`config.mk`:
```
export PLATFORM = sky130hd
export DESIGN_NAME = vga_timing_gen_flat
export DESIGN_NICKNAME = d
export VERILOG_FILES = /design/src/rtl/vga_timing_pkg.sv /design/src/rtl/vga_timing_gen_if.sv /design/src/rtl/vga_pix_tick.sv /design/src/rtl/vga_timing_gen.sv /design/src/flat_wrapper.sv
export SDC_FILE = /design/constraint.sdc
export NUM_CORES = 1
export LEC_CHECK = 0
export ABC_CLOCK_PERIOD_IN_PS = 2100
export CAP_MARGIN = 25
export CORE_ASPECT_RATIO = 0.9
export CORE_MARGIN = 5
export CORE_UTILIZATION = 35
export DETAILED_ROUTE_END_ITERATION = 7
export SYNTH_ARGS = -nofsm -noshare
export SYNTH_HDL_FRONTEND = slang
export SYNTH_SLANG_ARGS = --single-unit
```
`constraint.sdc`:
```
create_clock -name clk -period 2.1 [get_ports clk]
set_input_delay 0.42 -clock clk [delete_from_list [all_inputs] [get_ports clk]]
set_output_delay 0.42 -clock clk [all_outputs]
set_load 0.03 [all_outputs]
```
`src/rtl/vga_timing_pkg.sv`:
```
// Timing presets for the VGA timing generator.
// Holds the default 640x480@60 mode (module defaults) and an 800x600@60 preset,
// plus helpers to derive the total line/frame lengths from a preset.
package vga_timing_pkg;

    typedef struct packed {
        int unsigned hActive;
        int unsigned hFp;
        int unsigned hSync;
        int unsigned hBp;
        int unsigned vActive;
        int unsigned vFp;
        int unsigned vSync;
        int unsigned vBp;
        bit          hsPol;
        bit          vsPol;
    } vgaTiming_t;

    // 640x480@60, 25.175 MHz pixel clock, negative syncs
    localparam vgaTiming_t VGA_640X480_60 = '{
        hActive: 640, hFp: 16, hSync: 96, hBp: 48,
        vActive: 480, vFp: 10, vSync: 2,  vBp: 33,
        hsPol: 1'b0, vsPol: 1'b0
    };

    // 800x600@60, 40 MHz pixel clock, positive syncs
    localparam vgaTiming_t SVGA_800X600_60 = '{
        hActive: 800, hFp: 40, hSync: 128, hBp: 88,
        vActive: 600, vFp: 1,  vSync: 4,   vBp: 23,
        hsPol: 1'b1, vsPol: 1'b1
    };

    localparam int unsigned DEF_CLK_DIV = 1;
    localparam int unsigned DEF_XW      = 11;
    localparam int unsigned DEF_YW      = 10;

    function automatic int unsigned hTotal(input vgaTiming_t t);
        return t.hActive + t.hFp + t.hSync + t.hBp;
    endfunction

    function automatic int unsigned vTotal(input vgaTiming_t t);
        return t.vActive + t.vFp + t.vSync + t.vBp;
    endfunction

endpackage

```
`src/rtl/vga_timing_gen_if.sv`:
```
// Video timing bundle produced by vga_timing_gen.
//   pix_tick              one-clk pulse on the cycle the other signals update
//   hsync, vsync          sync outputs at the configured active level
//   de                    display enable (visible pixel)
//   x, y                  raw column/line counts including blanking
//   line_start, frame_start  one-clk pulses at h=0 / (h=0, v=0)
interface vga_timing_gen_if #(
    parameter int unsigned XW = 11,
    parameter int unsigned YW = 10
);
    logic          pix_tick;
    logic          hsync;
    logic          vsync;
    logic          de;
    logic [XW-1:0] x;
    logic [YW-1:0] y;
    logic          line_start;
    logic          frame_start;

    modport master (
        output pix_tick, hsync, vsync, de, x, y, line_start, frame_start
    );

    modport slave (
        input pix_tick, hsync, vsync, de, x, y, line_start, frame_start
    );
endinterface

```
`src/rtl/vga_pix_tick.sv`:
```
// Pixel clock-enable divider.
//   clk    sole clock, rising edge
//   rst_n  asynchronous active-low reset
//   clr    synchronous clear of the divider (also masks tick)
//   tick   high on the clk where the divider sits at CLK_DIV-1
module vga_pix_tick #(
    parameter int unsigned CLK_DIV = 1
) (
    input  logic clk,
    input  logic rst_n,
    input  logic clr,
    output logic tick
);
    localparam int unsigned    CW   = (CLK_DIV > 1) ? $clog2(CLK_DIV) : 1;
    localparam logic [CW-1:0]  LAST = CW'(CLK_DIV - 1);

    logic [CW-1:0] divCnt;

    // With CLK_DIV=1 the counter is stuck at 0, so clr alone gates the tick.
    assign tick = !clr && (divCnt == LAST);

    always_ff @(posedge clk or negedge rst_n) begin
        if (!rst_n) begin
            divCnt <= '0;
        end else if (clr || divCnt == LAST) begin
            divCnt <= '0;
        end else begin
            divCnt <= divCnt + CW'(1);
        end
    end
endmodule

```
`src/rtl/vga_timing_gen.sv`:
```
// VGA timing generator.
//   clk    sole clock, rising edge
//   rst_n  asynchronous active-low reset
//   en     run enable; low holds the generator idle with syncs inactive
//   vid    timing outputs (see vga_timing_gen_if), all registered
// Outputs for counter pair (h,v) are registered on a pixel tick, after which
// the counters advance, so outputs lag the counters by one clk.
module vga_timing_gen
    import vga_timing_pkg::*;
#(
    parameter int unsigned H_ACTIVE = VGA_640X480_60.hActive,
    parameter int unsigned H_FP     = VGA_640X480_60.hFp,
    parameter int unsigned H_SYNC   = VGA_640X480_60.hSync,
    parameter int unsigned H_BP     = VGA_640X480_60.hBp,
    parameter int unsigned V_ACTIVE = VGA_640X480_60.vActive,
    parameter int unsigned V_FP     = VGA_640X480_60.vFp,
    parameter int unsigned V_SYNC   = VGA_640X480_60.vSync,
    parameter int unsigned V_BP     = VGA_640X480_60.vBp,
    parameter bit          HS_POL   = VGA_640X480_60.hsPol,
    parameter bit          VS_POL   = VGA_640X480_60.vsPol,
    parameter int unsigned CLK_DIV  = DEF_CLK_DIV,
    parameter int unsigned XW       = DEF_XW,
    parameter int unsigned YW       = DEF_YW
) (
    input  logic             clk,
    input  logic             rst_n,
    input  logic             en,
    vga_timing_gen_if.master vid
);
    localparam int unsigned H_TOTAL = H_ACTIVE + H_FP + H_SYNC + H_BP;
    localparam int unsigned V_TOTAL = V_ACTIVE + V_FP + V_SYNC + V_BP;

    if (H_TOTAL > (2 ** XW)) begin : gHTotalTooWide
        $error("vga_timing_gen: H_TOTAL does not fit in XW bits");
    end
    if (V_TOTAL > (2 ** YW)) begin : gVTotalTooWide
        $error("vga_timing_gen: V_TOTAL does not fit in YW bits");
    end
    if (CLK_DIV < 1) begin : gClkDivZero
        $error("vga_timing_gen: CLK_DIV must be at least 1");
    end

    localparam logic [XW-1:0] H_LAST = XW'(H_TOTAL - 1);
    localparam logic [XW-1:0] H_ACT  = XW'(H_ACTIVE);
    localparam logic [XW-1:0] HS_BEG = XW'(H_ACTIVE + H_FP);
    localparam logic [XW-1:0] HS_END = XW'(H_ACTIVE + H_FP + H_SYNC);
    localparam logic [YW-1:0] V_LAST = YW'(V_TOTAL - 1);
    localparam logic [YW-1:0] V_ACT  = YW'(V_ACTIVE);
    localparam logic [YW-1:0] VS_BEG = YW'(V_ACTIVE + V_FP);
    localparam logic [YW-1:0] VS_END = YW'(V_ACTIVE + V_FP + V_SYNC);

    logic          clr;
    logic          tick;
    logic [XW-1:0] hCnt;
    logic [YW-1:0] vCnt;
    logic          deNext;
    logic          hsNext;
    logic          vsNext;
    logic          lineHead;
    logic          frameHead;

    assign clr = ~en;

    vga_pix_tick #(
        .CLK_DIV (CLK_DIV)
    ) uPixTick (
        .clk   (clk),
        .rst_n (rst_n),
        .clr   (clr),
        .tick  (tick)
    );

    always_comb begin
        deNext    = (hCnt < H_ACT) && (vCnt < V_ACT);
        hsNext    = ((hCnt >= HS_BEG) && (hCnt < HS_END)) ? HS_POL : ~HS_POL;
        // vCnt only moves at h wrap, so vsync is inherently line-aligned.
        vsNext    = ((vCnt >= VS_BEG) && (vCnt < VS_END)) ? VS_POL : ~VS_POL;
        lineHead  = (hCnt == '0);
        frameHead = (hCnt == '0) && (vCnt == '0);
    end

    always_ff @(posedge clk or negedge rst_n) begin
        if (!rst_n) begin
            hCnt            <= '0;
            vCnt            <= '0;
            vid.pix_tick    <= 1'b0;
            vid.x           <= '0;
            vid.y           <= '0;
            vid.de          <= 1'b0;
            vid.hsync       <= ~HS_POL;
            vid.vsync       <= ~VS_POL;
            vid.line_start  <= 1'b0;
            vid.frame_start <= 1'b0;
        end else if (!en) begin
            // Abort immediately: nothing of a partial frame survives.
            hCnt            <= '0;
            vCnt            <= '0;
            vid.pix_tick    <= 1'b0;
            vid.x           <= '0;
            vid.y           <= '0;
            vid.de          <= 1'b0;
            vid.hsync       <= ~HS_POL;
            vid.vsync       <= ~VS_POL;
            vid.line_start  <= 1'b0;
            vid.frame_start <= 1'b0;
        end else begin
            vid.pix_tick    <= tick;
            vid.line_start  <= tick && lineHead;
            vid.frame_start <= tick && frameHead;
            if (tick) begin
                vid.x     <= hCnt;
                vid.y     <= vCnt;
                vid.de    <= deNext;
                vid.hsync <= hsNext;
                vid.vsync <= vsNext;
                if (hCnt != H_LAST) begin
                    hCnt <= hCnt + XW'(1);
                end else begin
                    hCnt <= '0;
                    vCnt <= (vCnt == V_LAST) ? '0 : vCnt + YW'(1);
                end
            end
        end
    end
endmodule

```
`src/flat_wrapper.sv`:
```
// flat-port wrapper written by rule: the top's interface ports become plain ports
module vga_timing_gen_flat import vga_timing_pkg::*;
#(
    parameter int unsigned H_ACTIVE = VGA_640X480_60.hActive,
    parameter int unsigned H_FP     = VGA_640X480_60.hFp,
    parameter int unsigned H_SYNC   = VGA_640X480_60.hSync,
    parameter int unsigned H_BP     = VGA_640X480_60.hBp,
    parameter int unsigned V_ACTIVE = VGA_640X480_60.vActive,
    parameter int unsigned V_FP     = VGA_640X480_60.vFp,
    parameter int unsigned V_SYNC   = VGA_640X480_60.vSync,
    parameter int unsigned V_BP     = VGA_640X480_60.vBp,
    parameter bit          HS_POL   = VGA_640X480_60.hsPol,
    parameter bit          VS_POL   = VGA_640X480_60.vsPol,
    parameter int unsigned CLK_DIV  = DEF_CLK_DIV,
    parameter int unsigned XW       = DEF_XW,
    parameter int unsigned YW       = DEF_YW
)
  (clk, rst_n, en, vid_pix_tick, vid_hsync, vid_vsync, vid_de, vid_x, vid_y, vid_line_start, vid_frame_start);
  vga_timing_gen_if #(.XW(XW), .YW(YW)) vid_i ();
  input  logic clk;
  input  logic rst_n;
  input  logic en;
  output wire logic [$bits(vid_i.pix_tick)-1:0] vid_pix_tick;
  output wire logic [$bits(vid_i.hsync)-1:0] vid_hsync;
  output wire logic [$bits(vid_i.vsync)-1:0] vid_vsync;
  output wire logic [$bits(vid_i.de)-1:0] vid_de;
  output wire logic [$bits(vid_i.x)-1:0] vid_x;
  output wire logic [$bits(vid_i.y)-1:0] vid_y;
  output wire logic [$bits(vid_i.line_start)-1:0] vid_line_start;
  output wire logic [$bits(vid_i.frame_start)-1:0] vid_frame_start;
  assign vid_pix_tick = vid_i.pix_tick;
  assign vid_hsync = vid_i.hsync;
  assign vid_vsync = vid_i.vsync;
  assign vid_de = vid_i.de;
  assign vid_x = vid_i.x;
  assign vid_y = vid_i.y;
  assign vid_line_start = vid_i.line_start;
  assign vid_frame_start = vid_i.frame_start;
  vga_timing_gen #(.H_ACTIVE(H_ACTIVE), .H_FP(H_FP), .H_SYNC(H_SYNC), .H_BP(H_BP), .V_ACTIVE(V_ACTIVE), .V_FP(V_FP), .V_SYNC(V_SYNC), .V_BP(V_BP), .HS_POL(HS_POL), .VS_POL(VS_POL), .CLK_DIV(CLK_DIV), .XW(XW), .YW(YW)) u_core (.clk(clk), .rst_n(rst_n), .en(en), .vid(vid_i));
endmodule
```
==> summary.txt, run 1 <==
Detailed routing
  – Via-per-instance ratio: 5.144
  – DRC Markers: 0
  – ANT nets after route: 0
  – Initial DRC count: 135
  – DR WL/cell: 15.23 um
  – First-pass DRT Iterations: 4
  – Final WL: 5.620 mm
  – Vias: 1,898

Clock network
  – CTS buffer count: 5
  – CTS tree: built
  – Max Root-Sink Buffers: 2
  – Hold buffers post-CTS: 0
  – Cells resized by post-CTS repair: 0
  – Clock Sink Count: 49
  – H-tree Lvls: 2
  – Root Buffer: clkbuf_8
  – Buffer count from post-CTS setup fixing: 0
  – Worst-Skew Late Latency: 0.30 ns
  – Clk pin slew, worst setup/hold paths: 0.09 ns

Die
  – Initial Util: 0.3582
  – Die Wd: 99.47 um
  – Die Span Y: 90.52 um
  – Std-Cell Rows: 29
  – Die Footprint: 0.009003 mm2
  – Core area: 0.007039 mm2
  – Boundary Pins: 30

GRT
  – Vias in the first global route: 1,863
  – Initial antenna violation count: 0
  – Largest net degree at the start of global routing: 29
  – Global route overflow: 0
  – Global-route wire length before repair: 9.715 mm
  – All-Layer GR Usage: 0.1329

Setup path
  – Startpoint Class: register
  – Worst setup path class: register to output port
  – Slowest CP cell: clkdlybuf4s50_1
  – Required @ worst endpoint: 1.68 ns
  – Worst path buffer plus inverter count: 1
  – R2r setup slk: 0.29 ns
  – Critical path's top delay family: buffers and inverters
  – Setup crit end kind: output port
  – CP peak stage delay: 0.67 ns
  – Crit path max fanout: 2
  – Worst path cell trace: clkdlybuf4s50_1
  – Worst path arrival time: 1.52 ns

Place
  – GPL Wtd Cong: 0.8158
  – Port buffer count: 29
  – Post-DP HPWL: 3.992 mm
  – Dpl cell area: 0.002937 mm2

Synth
  – Post-synth EDFFs: 0
  – Post-Synth Simple-Gate Area: 0.2169
  – Post-Synthesis Cell Area: 0.002521 mm2
  – Main combinational cell family by area after synthesis: simple AND/OR/NAND/NOR gates
  – Top_reg_cell synth: dfrtp_1
  – Post-Synth Adder-Cell Area: 0.01985
  – Syn avg cell area: 10.46 um2
  – Top cells by area, synth: dfrtp_1 (47%), mux2i_1 (8.3%), nor2_1 (5.4%)
  – Synth warn: 0
  – Syn nets: 248
  – Syn Inst Count: 241
  – Compound-Gate Fraction of Synth Area: 0.09727
  – Multiplexer share of the synthesized area: 0.09231
  – FF+latch count, synth: 49
  – Post-Synth XOR/XNOR Area: 0.02432
  – Post-synth cell types: 56
  – Asr flop ratio synth: 1.000
  – Sequential element share of the synthesized area: 0.4873
  – Cell taking the most area after synthesis: dfrtp_1
  – Top cell type's share of synthesized area: 0.4665

Outcome
  – Outcome: completed

Timing
  – Setup_tns: 0 ns
  – RSZ-0062 raised after global routing: no
  – Peak Freq: 514.3 MHz
  – Slew Viols, Final: 0
  – Max-slew headroom: 0.6219
  – Worst clock skew: 0.007635 ns
  – Worst-Margin Slew: 0.5672 ns
  – Hold Vio Cnt, Final: 0
  – Final min period: 1.944 ns
  – Crit share post-route: 0.9259
  – Final number of setup-violating endpoints: 0

Power and ir drop
  – Power Internal: 1.397 mW
  – Worst VDD drop: 300.7 uV
  – Total power: 1.805 mW
  – Flop pwr share: 0.533
  – PD cells: 591.3 mW/mm2
  – Clock share of power: 0.389
  – Sw frac: 0.2263
  – Net Switching: 408.6 uW
  – Leak: 1.351 nW
  – Comb power frac: 0.078

Finish
  – Multi-input logic area: 0.001140 mm2
  – Final Util: 0.4337
  – Fillers: 705
  – Sequential Area: 0.001229 mm2
  – Final #Nets: 282
  – Fraction of layout cells with a size suffix above 1: 0.1341
  – Syn-to-layout area delta: 21.09%
  – Design area: 0.003053 mm2
  – Antenna fix cells: 0

Run
  – Max_cap viols: 0

Worst hold path
  – HP Class: input pin to asynchronous set/reset pin
-- power by group through the flow --
stage          combinational (mW)  sequential, mW  clock, mW
4_1_cts                     0.143           0.962      0.718
3_3_place_gp                0.142           0.980          0
2_1_floorplan              0.0630           0.992          0
3_5_place_dp                0.143           0.980          0
6_report                    0.141           0.961      0.703
5_1_grt                     0.157           0.963      0.751
-- sequential cells by signal, indices dropped and copies added, names as in the netlist --
register,flops
u_core.hCnt,11
u_core.vid.x,11
u_core.vCnt,10
u_core.vid.y,10
u_core.uPixTick.divCnt,1
u_core.vid.de,1
u_core.vid.frame_start,1
u_core.vid.hsync,1
u_core.vid.line_start,1
u_core.vid.pix_tick,1
u_core.vid.vsync,1
-- cells by family after synthesis --
group                    Yosys count
AO/OA/AOI/OAI                     30
XOR/XNOR                           7
adder cells (fa/ha/maj)            4
buffers and inverters             27
flip-flops                        49
multiplexers                      23
other                              1
AND/OR/NAND/NOR                  100
-- placed cells by master, fill, tap and decap left out, types with 2 or more instances in the layout --
master	count
and4_1	5
a31oi_1	3
clkbuf_8	6
xor2_1	4
a21o_1	2
nor2_1	36
nand2_1	15
buf_4	15
and2_1	2
o22ai_1	2
a32oi_1	2
mux2_2	2
mux2i_1	21
nor4_1	4
ha_1	4
xnor2_1	3
o21ai_0	4
clkdlybuf4s50_1	28
nor3_1	9
dfrtp_1	47
dfstp_2	2
o311ai_1	2
inv_1	8
and3_1	2
o31ai_1	3
nand3_1	8
o21a_1	2
nand4_1	5
-- synth_stat cells, types with 3 or more instances --
cell type and instances:
nor2_1 36, buf_2 4, clkbuf_1 5, nand4_1 5, inv_1 8, a31oi_1 3, ha_1 4, mux2i_1 21
dfrtp_1 47, buf_4 4, and4_1 5, xor2_1 4, nor3_1 9, nand3_1 8, o31ai_1 3, xnor2_1 3
buf_6 4, o21ai_0 4, nand2_1 15, nor4_1 4
-- routing by layer --
metal  GRT usage  vias to the layer above  wire length, um
li1            -                      920                -
met5           0                        -                0
met3     0.02857                        8              335
met4     0.04664                        0              111
met1      0.1994                      913             2871
met2      0.1862                       57             2301
-- final timing paths --
kind / depth (start not counted) / endpoint / start
min in group clk: 2 / u_core.vid.vsync / u_core.vid.vsync
worst min-delay path: 1 / u_core.vid.x[1] / rst_n
worst max-delay path: 1 / vid_hsync / u_core.vid.hsync
worst min register to register: 2 / u_core.vid.vsync / u_core.vid.vsync
max in group asynchronous: 2 / u_core.vid.pix_tick / rst_n
worst max register to register: 6 / u_core.vCnt[7] / u_core.vCnt[1]
-- area by class of cell --
| class | count | share of cell area |
|---|---|---|
| Inverter | 9 | 0.01107 |
| Timing Repair Buffer | 45 | 0.1369 |
| Sequential cell | 49 | 0.4025 |
| Tap cell | 93 | 0.03811 |
| Clock inverter | 1 | 0.009836 |
| Clock buffer | 7 | 0.02828 |
| Multi-Input combinational cell | 165 | 0.3734 |
-- per-stage QoR --
step                setup WS (ns)  instances  hold WS [ns]
global placement           0.1510        361        0.4406
global route               0.1309        369        0.1316
finish                     0.1556        369        0.1015
floorplan                  0.4009        241        0.1244
CTS                        0.1453        369        0.1166
detailed placement         0.1255        361        0.4476
-- worst reg2reg max path: stages, from the launching register on --
cell      delay, ns
dfrtp_1        0.49
inv_1          0.10
ha_1           0.18
and2b_2        0.20
and3_4         0.19
or4_4          0.52
o211ai_2       0.07
Note: power is estimated with default switching activity, not from simulation.
==> inputs of run 2 (changes only) <==
- SETUP_SLACK_MARGIN: default -> 0.02
==> results of run 2 <==
Same layout as run 1: the final DEF is identical, and so are final timing and power.
==> inputs of run 3 (changes only) <==
- CTS_CLUSTER_DIAMETER: default -> 200
==> results of run 3 <==
Same layout as run 1: the final DEF is identical, and so are final timing and power.
